--- src/rtl/change_dispenser.sv ---
// Change payout unit: pays a 10rs-unit amount greedily from 20rs/10rs hoppers
// over a four-phase eject handshake, tracking inventory and flagging faults.
module change_dispenser #(
    parameter int unsigned CNT_W       = 6,
    parameter int unsigned INIT_10     = 8,
    parameter int unsigned INIT_20     = 8,
    parameter int unsigned ACK_TIMEOUT = 15
) (
    input  logic             clk,
    input  logic             rst,
    input  logic [2:0]       change,
    input  logic             change_vld,
    output logic             busy,
    output logic             eject_req,
    output logic             eject_sel,
    input  logic             eject_ack,
    input  logic             refill,
    input  logic             refill_sel,
    output logic [CNT_W-1:0] level10,
    output logic [CNT_W-1:0] level20,
    output logic             done,
    output logic             fault
);

    localparam int unsigned TO_W = $clog2(ACK_TIMEOUT + 1);
    localparam logic [CNT_W-1:0] LVL_MAX = '1;

    typedef enum logic [2:0] {
        S_IDLE,
        S_SELECT,
        S_REQ,
        S_RELEASE,
        S_DONE,
        S_FAULT
    } state_t;

    state_t          state, state_nxt;
    logic [2:0]      rem, rem_nxt;
    logic [TO_W-1:0] to_cnt, to_nxt;
    logic            sel_nxt;
    logic            dec10, dec20;
    logic [CNT_W-1:0] lvl10_nxt, lvl20_nxt;

    // Saturating refill combined with payout decrement; both together cancel.
    function automatic logic [CNT_W-1:0] lvl_upd(input logic [CNT_W-1:0] lvl,
                                                 input logic inc, input logic dec);
        logic [CNT_W-1:0] r;
        r = lvl;
        if (inc && !dec) begin
            r = (lvl == LVL_MAX) ? lvl : lvl + CNT_W'(1);
        end else if (dec && !inc) begin
            r = lvl - CNT_W'(1);
        end
        return r;
    endfunction

    // Next-state, remaining amount, hopper select and timeout counter.
    always_comb begin
        state_nxt = state;
        rem_nxt   = rem;
        to_nxt    = to_cnt;
        sel_nxt   = eject_sel;
        dec10     = 1'b0;
        dec20     = 1'b0;
        case (state)
            S_IDLE: begin
                if (change_vld) begin
                    if (change == 3'd0) begin
                        state_nxt = S_DONE;
                    end else if (change <= 3'd5) begin
                        rem_nxt   = change;
                        state_nxt = S_SELECT;
                    end else begin
                        state_nxt = S_FAULT;
                    end
                end
            end
            S_SELECT: begin
                if (rem == 3'd0) begin
                    state_nxt = S_DONE;
                end else if (rem >= 3'd2 && level20 != '0) begin
                    sel_nxt   = 1'b1;
                    to_nxt    = '0;
                    state_nxt = S_REQ;
                end else if (level10 != '0) begin
                    sel_nxt   = 1'b0;
                    to_nxt    = '0;
                    state_nxt = S_REQ;
                end else begin
                    rem_nxt   = 3'd0;
                    state_nxt = S_FAULT;
                end
            end
            S_REQ: begin
                if (eject_ack) begin
                    dec20     = eject_sel;
                    dec10     = !eject_sel;
                    rem_nxt   = rem - (eject_sel ? 3'd2 : 3'd1);
                    state_nxt = S_RELEASE;
                end else if (to_cnt == TO_W'(ACK_TIMEOUT - 1)) begin
                    rem_nxt   = 3'd0;
                    state_nxt = S_FAULT;
                end else begin
                    to_nxt = to_cnt + TO_W'(1);
                end
            end
            S_RELEASE: begin
                if (!eject_ack) begin
                    state_nxt = S_SELECT;
                end
            end
            S_DONE:  state_nxt = S_IDLE;
            S_FAULT: state_nxt = S_IDLE;
            default: state_nxt = S_IDLE;
        endcase
    end

    assign lvl10_nxt = lvl_upd(level10, refill && !refill_sel, dec10);
    assign lvl20_nxt = lvl_upd(level20, refill && refill_sel, dec20);

    // Outputs are registered from the next state so they line up with it.
    always_ff @(posedge clk or negedge rst) begin
        if (!rst) begin
            state     <= S_IDLE;
            rem       <= 3'd0;
            to_cnt    <= '0;
            busy      <= 1'b0;
            eject_req <= 1'b0;
            eject_sel <= 1'b0;
            done      <= 1'b0;
            fault     <= 1'b0;
            level10   <= CNT_W'(INIT_10);
            level20   <= CNT_W'(INIT_20);
        end else begin
            state     <= state_nxt;
            rem       <= rem_nxt;
            to_cnt    <= to_nxt;
            busy      <= (state_nxt != S_IDLE);
            eject_req <= (state_nxt == S_REQ);
            eject_sel <= sel_nxt;
            done      <= (state_nxt == S_DONE);
            fault     <= (state_nxt == S_FAULT);
            level10   <= lvl10_nxt;
            level20   <= lvl20_nxt;
        end
    end

endmodule
--- config.mk ---
export PLATFORM = sky130hd
export DESIGN_NAME = change_dispenser
export DESIGN_NICKNAME = d
export VERILOG_FILES = /design/src/rtl/change_dispenser.sv
export SDC_FILE = /design/constraint.sdc
export NUM_CORES = 1
export LEC_CHECK = 0
export ABC_AREA = 1
export ABC_CLOCK_PERIOD_IN_PS = 2000
export CELL_PAD_IN_SITES_DETAIL_PLACEMENT = 0
export CELL_PAD_IN_SITES_GLOBAL_PLACEMENT = 1
export CORE_ASPECT_RATIO = 1.25
export CORE_MARGIN = 3
export CORE_UTILIZATION = 40
export CTS_BUF_LIST = sky130_fd_sc_hd__clkbuf_8 sky130_fd_sc_hd__clkbuf_16
export DETAILED_ROUTE_END_ITERATION = 8
export PLACE_DENSITY = 0.82
export SKIP_CTS_REPAIR_TIMING = 1
export SLEW_MARGIN = 10
export SYNTH_ARGS = -nofsm -noshare
export SYNTH_HDL_FRONTEND = slang
export SYNTH_SLANG_ARGS = --single-unit
--- constraint.sdc ---
create_clock -name clk -period 2 [get_ports clk]
set_input_delay 0.2 -clock clk [delete_from_list [all_inputs] [get_ports clk]]
set_output_delay 0.2 -clock clk [all_outputs]
set_load 0.05 [all_outputs]
==> metrics.md <==
| Metric | Value |
|---|---|
| Status | `complete, no violations` |
| Final setup fails | `0` |
| Critical Path Sink Type | `output pin` |
| Largest net degree at the start of global routing | `28` |
| Switching share of power | `0.513` |
| HPWL Detailed | `3190 um` |
| Die span in y | `83.7 um` |
| Number of enable flip-flop cells after synthesis | `0` |
| Crit path max-delay family | `buffers and inverters` |
| Gr usage total | `0.152` |
| Min Tclk post-route | `1.89 ns` |
| Async SR Flop Fraction | `1.00` |
| DRT iter0 DRCs | `58` |
| Initial antenna violation count | `0` |
| Skew final | `0.00288 ns` |
| Sequential Power Share | `0.252` |
| Worst setup path class | `register to output pin` |
| Most used DFF post-synth | `dfrtp_1` |
| Critical path's largest stage delay | `0.82 ns` |
| Worst path slowest cell | `clkdlybuf4s50_1` |
| CP Cell Sequence | `clkdlybuf4s50_1` |
| Post-layout instance area | `0.00252 mm2` |
| P_leak | `1.33 nW` |
| Yosys top cell area share | `0.324` |
| Antenna viol nets, final | `0` |
| Max-slew violation count | `0` |
| Pint | `0.00215 W` |
| Dpl ws | `-0.227 ns` |
| Final WS setup | `0.108 ns` |
| DR vias | `1739` |
| Post-synth net total | `287` |
| Total inserted antenna cells | `0` |
| Clock power frac | `0.073` |
| Hold crit path type | `input port to async pin` |
| Core area | `0.00453 mm2` |
| Root Buffer | `clkbuf_8` |
| Post-Syn Area per Cell | `7.32 um2` |
| Synth cell types | `24` |
| Grt total ovfl | `0` |
| Most common cell after layout, fill and taps aside | `nand2_1` |
| Row cnt | `27` |
| Area Overhead vs Synth | `30.2%` |
| Final period utilization | `0.946` |
| Routed Wire Length | `4110 um` |
| Routability Congestion | `0.817` |
| Share of the yosys chip area belonging to registers | `0.351` |
| Final hold violations | `0` |
| Die width | `68.2 um` |
| Clock-pin slew on the worst setup and hold paths | `0.10 ns` |
| VDD IR max | `0.000888 V` |
| Number of CTS-inserted buffers | `3` |
| Arrival time worst endpoint | `1.69 ns` |
| Die area | `0.00571 mm2` |
| DP Area | `0.00240 mm2` |
| IO Count | `26` |
| Required time of the critical path | `1.80 ns` |
| Fill count | `439` |
| Pwr Total | `0.00441 W` |
| Mapped Cells | `264` |
| Area contributors post-synth | `dfrtp_1 (32%), nand2_1 (15%), nand3_1 (7.2%)` |
| Clock buffer depth | `2` |
| R2r worst-path depth | `15` |
| Instance count on the critical path | `1` |
| Fmax | `528 MHz` |
| Slew headroom | `0.664` |
| Layout Nets | `339` |
| Initial Util | `0.427` |
| Comb power frac | `0.675` |
| Power Density | `1750 mW/mm2` |
| Clk sink count | `27` |
| Pre-Repair DR Iteration Count | `4` |
| Crit Path Max Fanout | `5` |
| Port bufs | `25` |
| Most frequent cells in the layout | `nand2_1 (74), inv_1 (36), nand3_1 (28)` |
| CTS tree | `yes` |
| H-tree Lvls | `1` |
| NetSw | `0.00226 W` |
| Slew of the pin with the lowest slew margin | `0.502 ns` |
| RSZ-0062 raised after global routing | `yes` |
| First-pass GRT wire length | `6780 um` |
| Synth warn | `0` |
| Post-Syn Area | `0.00193 mm2` |
| Vias in the first global route | `1488` |
| Flops & latches, synth | `27` |
| Post-DR vias/cell | `4.66` |
| Synth area leader | `dfrtp_1` |
| # Max-Cap Violations | `0` |
| Wire per inst | `11.0 um` |
| DRC | `0` |
| Worst-Skew Late Latency | `0.28 ns` |
| Layout cells sized above 1 | `0.178` |
| Setup TNS Final | `0 ns` |
| Core Util, Final | `0.556` |
| CP Buf/Inv Count | `1` |
| Worst Setup Start Kind | `register` |
## per-layer routing
layer / vias to the layer above / GRT usage / routed length (um)
li1: 931 / - / -
met1: 782 / 0.212 / 1970
met2: 21 / 0.239 / 1980
met3: 5 / 0.0229 / 103
met4: 0 / 0.0434 / 49
met5: - / 0 / 0
## logic make-up (layout without fill, tap and decap cells)
family          after synthesis  count (layout)  synth area share
simple gates                154             154             0.364
buf+inv                      39              90            0.0796
flops                        27              27             0.351
compound gates               19              19            0.0531
fa+ha+maj                    14              14             0.102
xor+xnor                     11              11            0.0498
## layout make-up
type / count / area, um2 / share of cell area
Inverter: 38 / 143 / 0.0567
Clock buffer: 3 / 41.3 / 0.0164
Timing Repair Buffer: 48 / 429 / 0.170
Multi-Input combinational cell: 198 / 1150 / 0.456
Tap cell: 58 / 72.6 / 0.0288
Sequential cell: 27 / 679 / 0.270
Clock inverter: 1 / 5.00 / 0.00199
## power by group through the flow
| stage | clock (W) | sequential (W) | combinational (W) |
|---|---|---|---|
| finish | 0.000323 | 0.00111 | 0.00297 |
| CTS | 0.000339 | 0.00110 | 0.00290 |
| global route | 0.000358 | 0.00116 | 0.00333 |
| detailed placement | 0 | 0.00111 | 0.00289 |
| global placement | 0 | 0.00111 | 0.00286 |
| floorplan | 0 | 0.00162 | 0.00149 |
## path summary, 6_finish.rpt
kind	end	start	slack, ns
max	level20[3]	level20[3]$_DFFE_PN1P_	0.11
min	to_cnt[1]$_DFFE_PN0P_	rst	0.30
max reg2reg	level20[5]$_DFFE_PN0P_	state[1]$_DFF_PN0_	0.14
min reg2reg	rem[0]$_DFFE_PN0P_	rem[0]$_DFFE_PN0P_	0.49
max in group asynchronous	level10[3]$_DFFE_PN1P_	rst	1.39
min in group clk	state[1]$_DFF_PN0_	eject_ack	0.47
## stage by stage
stage / hold WS, ns / cells
after CTS: 0.312 / 370
final: 0.296 / 373
after global routing: 0.336 / 373
after global placement: 0.456 / 366
after floorplan: -0.0956 / 264
after detailed placement: 0.465 / 366
## registers in the layout, summed over array words and instances, names as in the netlist
register and cells:
busy 1, done 1, eject_req 1, eject_sel 1
fault 1, level10 6, level20 6, rem 3
state 3, to_cnt 4
## synth_stat cells, types with 3 or more instances
cell	instances
o21ai_0	4
nand3b_1	3
nor2_2	5
nor2_1	26
xnor2_1	5
dfrtp_1	25
nand3_1	28
fa_1	3
ha_1	11
xor2_1	6
nand2_2	7
nand4_1	3
nand2_1	76
inv_1	37
a21oi_1	12
Note: power is estimated with default switching activity, not from simulation.
